<file path="config.mk">
export PLATFORM = sky130hd
export DESIGN_NAME = blake2s_block_sched_flat
export DESIGN_NICKNAME = d
export VERILOG_FILES = /design/src/rtl/blake2s_block_sched_pkg.sv /design/src/rtl/blake2s_block_sched_if.sv /design/src/rtl/blake2s_block_sched.sv /design/src/flat_wrapper.sv
export SDC_FILE = /design/constraint.sdc
export NUM_CORES = 1
export LEC_CHECK = 0
export CAP_MARGIN = 20
export CORE_AREA = 3 3 140 176
export CTS_BUF_LIST = sky130_fd_sc_hd__clkbuf_8
export CTS_CLUSTER_DIAMETER = 80
export CTS_CLUSTER_SIZE = 40
export DETAILED_ROUTE_END_ITERATION = 7
export DIE_AREA = 0 0 143 179
export HOLD_SLACK_MARGIN = 0.03
export PLACE_DENSITY = 0.76
export SLEW_MARGIN = 10
export SYNTH_ARGS = -nofsm -noshare
export SYNTH_HDL_FRONTEND = slang
export SYNTH_SLANG_ARGS = --single-unit
</file>
<file path="constraint.sdc">
create_clock -name clk -period 16.7 [get_ports clk]
set_clock_uncertainty 0.1 [all_clocks]
set_input_delay 2.505 -clock clk [delete_from_list [all_inputs] [get_ports clk]]
set_output_delay 2.505 -clock clk [all_outputs]
set_load 0.05 [all_outputs]
</file>
<file path="src/rtl/blake2s_block_sched_pkg.sv">
// Shared constants and state encoding for the BLAKE2s block scheduler.
package blake2s_pkg;

  localparam int BLOCK_BYTES   = 64;
  localparam int KEY_MAX_BYTES = 32;
  localparam int IDX_W         = $clog2(BLOCK_BYTES);
  localparam int LEN_W         = $clog2(KEY_MAX_BYTES) + 1;

  typedef enum logic [2:0] {
    IDLE,
    KEY,
    MSG,
    PAD,
    WAIT_HASH
  } state_t;

endpackage

</file>
<file path="src/rtl/blake2s_block_sched_if.sv">
// Byte-stream, configuration and core-side signals of the block scheduler.
interface blake2s_block_sched_if #(
  parameter int LL_W = 64
);
  import blake2s_pkg::*;

  logic             start_i;
  logic [LEN_W-1:0] kk_i;
  logic [LEN_W-1:0] nn_i;
  logic [LL_W-1:0]  ll_i;
  logic             in_valid_i;
  logic [7:0]       in_data_i;
  logic             in_ready_o;
  logic             core_ready_i;
  logic             h_v_i;
  logic [LEN_W-1:0] kk_o;
  logic [LEN_W-1:0] nn_o;
  logic [LL_W-1:0]  ll_o;
  logic             data_v_o;
  logic [7:0]       data_o;
  logic [IDX_W-1:0] data_idx_o;
  logic             block_first_o;
  logic             block_last_o;
  logic             busy_o;
  logic             done_o;

  modport master (
    output start_i, kk_i, nn_i, ll_i, in_valid_i, in_data_i, core_ready_i, h_v_i,
    input  in_ready_o, kk_o, nn_o, ll_o, data_v_o, data_o, data_idx_o,
           block_first_o, block_last_o, busy_o, done_o
  );

  modport slave (
    input  start_i, kk_i, nn_i, ll_i, in_valid_i, in_data_i, core_ready_i, h_v_i,
    output in_ready_o, kk_o, nn_o, ll_o, data_v_o, data_o, data_idx_o,
           block_first_o, block_last_o, busy_o, done_o
  );

endinterface

</file>
<file path="src/rtl/blake2s_block_sched.sv">
// Splits key + message bytes into zero-padded 64-byte BLAKE2s blocks for the
// hash core, tagging each block with first/last flags, then waits for the digest.
module blake2s_block_sched #(
  parameter int BLOCK_BYTES = blake2s_pkg::BLOCK_BYTES,
  parameter int LL_W        = 64
) (
  input logic                 clk,
  input logic                 reset,
  blake2s_block_sched_if.slave bus
);
  import blake2s_pkg::*;

  localparam logic [IDX_W-1:0] LAST_IDX  = IDX_W'(BLOCK_BYTES - 1);
  localparam logic [LL_W-1:0]  BLOCK_LEN = LL_W'(BLOCK_BYTES);

  state_t           state_q, state_d;
  logic [LEN_W-1:0] kk_q, kk_d, nn_q, nn_d;
  logic [LEN_W-1:0] key_cnt_q, key_cnt_d, hash_cnt_q, hash_cnt_d;
  logic [LL_W-1:0]  ll_q, ll_d, rem_q, rem_d;
  logic [IDX_W-1:0] idx_q, idx_d, data_idx_q, data_idx_d;
  logic [7:0]       data_q, data_d;
  logic             data_v_q, data_v_d, done_q, done_d;
  logic             cur_first_q, cur_first_d, cur_last_q, cur_last_d;
  logic             first_q, first_d, last_q, last_d;
  logic             in_phase, beat, wrap;
  logic [LL_W-1:0]  rem_dec;

  assign in_phase = (state_q == KEY) || (state_q == MSG);
  assign beat     = (in_phase && bus.in_valid_i && bus.core_ready_i)
                  || ((state_q == PAD) && bus.core_ready_i);
  assign wrap     = (idx_q == LAST_IDX);
  assign rem_dec  = rem_q - LL_W'(1);

  assign bus.in_ready_o    = in_phase && bus.core_ready_i;
  assign bus.kk_o          = kk_q;
  assign bus.nn_o          = nn_q;
  assign bus.ll_o          = ll_q;
  assign bus.data_v_o      = data_v_q;
  assign bus.data_o        = data_q;
  assign bus.data_idx_o    = data_idx_q;
  assign bus.block_first_o = first_q;
  assign bus.block_last_o  = last_q;
  assign bus.busy_o        = (state_q != IDLE);
  assign bus.done_o        = done_q;

  // cur_first/cur_last describe the block being filled; they are copied into the
  // output flags with each beat so beat 63 still carries its own block's flags.
  always_comb begin
    state_d     = state_q;
    kk_d        = kk_q;
    nn_d        = nn_q;
    ll_d        = ll_q;
    rem_d       = rem_q;
    key_cnt_d   = key_cnt_q;
    hash_cnt_d  = hash_cnt_q;
    idx_d       = idx_q;
    data_idx_d  = data_idx_q;
    data_d      = data_q;
    data_v_d    = beat;
    done_d      = 1'b0;
    cur_first_d = cur_first_q;
    cur_last_d  = cur_last_q;
    first_d     = first_q;
    last_d      = last_q;

    if (beat) begin
      data_d     = (state_q == PAD) ? 8'h00 : bus.in_data_i;
      data_idx_d = idx_q;
      first_d    = cur_first_q;
      last_d     = cur_last_q;
      idx_d      = wrap ? '0 : idx_q + IDX_W'(1);
      if (wrap) begin
        cur_first_d = 1'b0;
      end
    end

    unique case (state_q)
      IDLE: begin
        if (bus.start_i) begin
          kk_d        = bus.kk_i;
          nn_d        = bus.nn_i;
          ll_d        = bus.ll_i;
          rem_d       = bus.ll_i;
          idx_d       = '0;
          key_cnt_d   = '0;
          hash_cnt_d  = '0;
          cur_first_d = 1'b1;
          cur_last_d  = (bus.kk_i == '0) ? (bus.ll_i <= BLOCK_LEN) : (bus.ll_i == '0);
          if (bus.kk_i != '0) begin
            state_d = KEY;
          end else if (bus.ll_i != '0) begin
            state_d = MSG;
          end else begin
            state_d = PAD;
          end
        end
      end
      KEY: begin
        if (beat) begin
          key_cnt_d = key_cnt_q + LEN_W'(1);
          if (key_cnt_d == kk_q) begin
            state_d = PAD;
          end
        end
      end
      MSG: begin
        // A message ending exactly on a block boundary needs no padding beats.
        if (beat) begin
          rem_d = rem_dec;
          if (rem_dec == '0) begin
            state_d = wrap ? WAIT_HASH : PAD;
          end else if (wrap) begin
            cur_last_d = (rem_dec <= BLOCK_LEN);
          end
        end
      end
      PAD: begin
        if (beat && wrap) begin
          if (rem_q != '0) begin
            state_d    = MSG;
            cur_last_d = (rem_q <= BLOCK_LEN);
          end else begin
            state_d = WAIT_HASH;
          end
        end
      end
      WAIT_HASH: begin
        if (bus.h_v_i) begin
          hash_cnt_d = hash_cnt_q + LEN_W'(1);
          if (hash_cnt_d == nn_q) begin
            done_d  = 1'b1;
            state_d = IDLE;
          end
        end
      end
      default: state_d = IDLE;
    endcase
  end

  always_ff @(posedge clk or posedge reset) begin
    if (reset) begin
      state_q     <= IDLE;
      kk_q        <= '0;
      nn_q        <= '0;
      ll_q        <= '0;
      rem_q       <= '0;
      key_cnt_q   <= '0;
      hash_cnt_q  <= '0;
      idx_q       <= '0;
      data_idx_q  <= '0;
      data_q      <= '0;
      data_v_q    <= 1'b0;
      done_q      <= 1'b0;
      cur_first_q <= 1'b0;
      cur_last_q  <= 1'b0;
      first_q     <= 1'b0;
      last_q      <= 1'b0;
    end else begin
      state_q     <= state_d;
      kk_q        <= kk_d;
      nn_q        <= nn_d;
      ll_q        <= ll_d;
      rem_q       <= rem_d;
      key_cnt_q   <= key_cnt_d;
      hash_cnt_q  <= hash_cnt_d;
      idx_q       <= idx_d;
      data_idx_q  <= data_idx_d;
      data_q      <= data_d;
      data_v_q    <= data_v_d;
      done_q      <= done_d;
      cur_first_q <= cur_first_d;
      cur_last_q  <= cur_last_d;
      first_q     <= first_d;
      last_q      <= last_d;
    end
  end

endmodule

</file>
<file path="src/flat_wrapper.sv">
// flat-port wrapper written by rule: the top's interface ports become plain ports
module blake2s_block_sched_flat import blake2s_pkg::*;
#(
  parameter int BLOCK_BYTES = blake2s_pkg::BLOCK_BYTES,
  parameter int LL_W        = 64
)
  (clk, reset, bus_start_i, bus_kk_i, bus_nn_i, bus_ll_i, bus_in_valid_i, bus_in_data_i, bus_core_ready_i, bus_h_v_i, bus_in_ready_o, bus_kk_o, bus_nn_o, bus_ll_o, bus_data_v_o, bus_data_o, bus_data_idx_o, bus_block_first_o, bus_block_last_o, bus_busy_o, bus_done_o);
  blake2s_block_sched_if #(.LL_W(LL_W)) bus_i ();
  input logic clk;
  input logic reset;
  input wire logic [$bits(bus_i.start_i)-1:0] bus_start_i;
  input wire logic [$bits(bus_i.kk_i)-1:0] bus_kk_i;
  input wire logic [$bits(bus_i.nn_i)-1:0] bus_nn_i;
  input wire logic [$bits(bus_i.ll_i)-1:0] bus_ll_i;
  input wire logic [$bits(bus_i.in_valid_i)-1:0] bus_in_valid_i;
  input wire logic [$bits(bus_i.in_data_i)-1:0] bus_in_data_i;
  input wire logic [$bits(bus_i.core_ready_i)-1:0] bus_core_ready_i;
  input wire logic [$bits(bus_i.h_v_i)-1:0] bus_h_v_i;
  output wire logic [$bits(bus_i.in_ready_o)-1:0] bus_in_ready_o;
  output wire logic [$bits(bus_i.kk_o)-1:0] bus_kk_o;
  output wire logic [$bits(bus_i.nn_o)-1:0] bus_nn_o;
  output wire logic [$bits(bus_i.ll_o)-1:0] bus_ll_o;
  output wire logic [$bits(bus_i.data_v_o)-1:0] bus_data_v_o;
  output wire logic [$bits(bus_i.data_o)-1:0] bus_data_o;
  output wire logic [$bits(bus_i.data_idx_o)-1:0] bus_data_idx_o;
  output wire logic [$bits(bus_i.block_first_o)-1:0] bus_block_first_o;
  output wire logic [$bits(bus_i.block_last_o)-1:0] bus_block_last_o;
  output wire logic [$bits(bus_i.busy_o)-1:0] bus_busy_o;
  output wire logic [$bits(bus_i.done_o)-1:0] bus_done_o;
  assign bus_i.start_i = bus_start_i;
  assign bus_i.kk_i = bus_kk_i;
  assign bus_i.nn_i = bus_nn_i;
  assign bus_i.ll_i = bus_ll_i;
  assign bus_i.in_valid_i = bus_in_valid_i;
  assign bus_i.in_data_i = bus_in_data_i;
  assign bus_i.core_ready_i = bus_core_ready_i;
  assign bus_i.h_v_i = bus_h_v_i;
  assign bus_in_ready_o = bus_i.in_ready_o;
  assign bus_kk_o = bus_i.kk_o;
  assign bus_nn_o = bus_i.nn_o;
  assign bus_ll_o = bus_i.ll_o;
  assign bus_data_v_o = bus_i.data_v_o;
  assign bus_data_o = bus_i.data_o;
  assign bus_data_idx_o = bus_i.data_idx_o;
  assign bus_block_first_o = bus_i.block_first_o;
  assign bus_block_last_o = bus_i.block_last_o;
  assign bus_busy_o = bus_i.busy_o;
  assign bus_done_o = bus_i.done_o;
  blake2s_block_sched #(.BLOCK_BYTES(BLOCK_BYTES), .LL_W(LL_W)) u_core (.clk(clk), .reset(reset), .bus(bus_i));
endmodule
</file>
==> results.toml <==
[grt]
grt_pass1_wl_mm = 51.8
grt_max_degree = 93
grt_use_total_pct = 25.3
overflow = 0
antenna_found_initial = 1
grt_pass1_vias = 9667

[final_layout]
fin_util_pct = 54.9
final_cells = 1704
syn2layout_area_growth_pct = 22.5
fillerInstances = 2188
num_antenna_cells = 0
final_layout_size_suffix_gt1_share_pct = 5.37
stdcell_area_sq_um = 12600
nNetsFinal = 1498

[critical_path]
cp.arrival_ns = 3.93
critical_path_class = "input pin to output port"
cp_slowest_stage_delay_ns = 0.80
worstPathMaxFanout = 3
slowest_stage = "clkdlybuf4s50_1"
cp.required_ns = 14.10
r2r_start = "u_core.rem_q[12]"
cpMostUsedCell = "clkdlybuf4s50_1"
reg2reg_to = "u_core.cur_last_q"
cp-start-kind = "input pin"
reg2regPathDepth = 9
r2r_slack_ns = 12.51
path_cells = "clkdlybuf4s50_1 -> o21a_1 -> clkdlybuf4s50_1"
crit_path_end_kind = "output port"

[timing]
slew_viol_final = 0
final.min_clock_period_ns = 6.54
finalWorstSetupSlack_ns = 10.16
tightest_slew_ns = 1.02
finalHoldViolCount = 0
setup_viol = 0
max_clock_freq_mhz = 153
hold_ws_ns = 0.380
relSlewSlack_pct = 32.3
setup_tns_ns = 0
fin_crit_sh_pct = 39.1
rsz0062_at_grt = "false"

[routing]
dr.pass1.iters = 5
vias = 10200
drc = 0
ant_nets = 0
viasPerCell = 5.99
postRouteWirelength_mm = 32.4
drt_iter0_drc = 860
post_drt_wl_per_cell_um = 19.0

[logic_synthesis]
yosysSeqAreaShare_pct = 43.9
synthCells = 1279
async_flop_share_pct = 100
ys_seq_elements = 181
syn_area_per_cell_sq_um = 8.07
syn_nets = 1374
yosysWarnings = 0
synth-edff-count = 0
synth_flop_cell = "dfrtp_1"
ys_types = 73
synth_area_sq_um = 10300

[clock_network]
cts_hold_buf = 0
numCtsBuffers = 17
cts_setup_buffers = 0
cts_tree = "done"
clkLatencyLatePin_ns = 0.49
root_buffer = "clkbuf_8"
cts_resized = 0
cts.sinks = 181
cts_max_level = 4
cts.clk_slew.worst_paths_ns = 0.10
clk_path_buf_depth = 2

[die]
num_rows = 62
dieArea_sq_um = 25600
die_w_um = 143
io_pins = 186
coreArea_sq_um = 23000
start_util_pct = 44.8
die_y_um = 179

[worst_hold_path]
worstHoldEndpoint = "u_core.bus.ll_o[51]"
hold_start = "u_core.bus.ll_o[51]"
hp-class = "register to register"
whs_path_depth = 2

[pwr]
power_mw = 2.11
peakVddDrop_mv = 0.0963
power_leakage_nw = 5.29
p_per_area_nw_per_um2 = 167

[placement]
gp_congestion = 0.953
dpl_worst_slack_ns = 10.17
placedCellCount = 1672
portBuffers = 185
place_hpwl_mm = 23.0
place_area_sq_um = 12200

[run_status]
status = "completed"

[flow_run]
cap_violations = 0
## worst max-delay path, delay by kind of cell
kind / cells / cell delay (ns)
AOI/OAI and AO/OA: 1 / 0.13
buffers and inverters: 2 / 1.30
## synthesized netlist by cell type (all sizes together) (4+ instances only)
cell type,count,area share [%]
nand4,27,1.7
nor2,112,4.1
a22oi,16,1.2
o22a,5,0.42
nor3,42,2.0
xnor2,22,1.9
dfrtp,181,44
o22ai,13,0.79
nand2,338,12
mux2i,4,0.39
a22o,11,0.93
and3,9,0.55
a21oi,84,4.1
or3,7,0.42
nand2b,4,0.24
o21ai,89,4.3
xor2,20,1.7
nand3,31,1.6
buf,18,1.2
inv,10,0.36
clkbuf,73,2.7
or4,20,1.6
o31ai,9,0.97
and4,8,0.68
nor4,50,3.8
ha,5,0.61
o21a,4,0.29
a31oi,12,0.73
## report_power, final
part           switching [mW]  leakage (nW)  internal, mW
Combinational           0.609          2.85         0.346
Sequential              0.227          2.25         0.611
Clock                   0.180         0.189         0.136
## registers in the layout (all words and copies together), names as in the netlist, 3 cells and up
register,flops
u_core.idx_q,6
u_core.state_q,3
u_core.hash_cnt_q,6
u_core.bus.data_o,8
u_core.bus.kk_o,6
u_core.bus.data_idx_o,6
u_core.bus.ll_o,64
u_core.bus.nn_o,6
u_core.key_cnt_q,6
u_core.rem_q,64
## kinds of logic after synthesis
kind of cell	after synthesis	share of synthesized area (%)
simple gates	664	30.2
fa+ha+maj	7	0.800
compound gates	277	16.6
xor+xnor	42	3.56
flops	181	43.9
mux	7	0.715
buf+inv	101	4.23
## routing by layer
metal	track usage (%)	part of all wire [%]
met1	33.2	42
met2	42.3	49
met3	4.16	6.1
met4	9.03	2.9
met5	0	0.040
## cell type report
type / count / area, sq um / share of cell area, %
Clock inverter: 15 / 171 / 1.36
Multi-Input combinational cell: 997 / 5370 / 42.5
Clock buffer: 17 / 234 / 1.85
Sequential cell: 181 / 4530 / 35.8
Inverter: 10 / 42.5 / 0.336
Timing Repair Buffer: 196 / 1930 / 15.3
Tap cell: 288 / 360 / 2.85
## cells in the final DEF, fill, tap and decap left out, drive strengths merged, types with 4 or more instances in the layout
| cell type | synthesis | layout |
|---|---|---|
| a22oi | 16 | 16 |
| nand4 | 27 | 27 |
| and4 | 8 | 8 |
| o21a | 4 | 4 |
| o31ai | 9 | 9 |
| dfrtp | 181 | 181 |
| a22o | 11 | 11 |
| mux2i | 4 | 4 |
| nand3 | 31 | 31 |
| nand2 | 338 | 338 |
| ha | 5 | 5 |
| clkbuf | 73 | 17 |
| clkinvlp | 0 | 5 |
| a21oi | 84 | 84 |
| and3 | 9 | 9 |
| clkdlybuf4s50 | 0 | 185 |
| a31oi | 12 | 12 |
| nor3 | 42 | 42 |
| nor4 | 50 | 50 |
| xor2 | 20 | 20 |
| inv | 10 | 15 |
| or4 | 20 | 20 |
| o22a | 5 | 5 |
| nand2b | 4 | 4 |
| or3 | 7 | 7 |
| o22ai | 13 | 13 |
| buf | 18 | 11 |
| xnor2 | 22 | 22 |
| nor2 | 112 | 112 |
| o21ai | 89 | 89 |
## worst max-delay path by stage
stage	start	to	slack, ns
floorplan	reset	u_core.bus.block_first_o	9.18
global placement	bus_core_ready_i	bus_in_ready_o	10.17
detailed placement	bus_core_ready_i	bus_in_ready_o	10.17
CTS	bus_core_ready_i	bus_in_ready_o	10.16
global route	bus_core_ready_i	bus_in_ready_o	10.13
finish	bus_core_ready_i	bus_in_ready_o	10.16
Power figures use the tool's default switching activity.
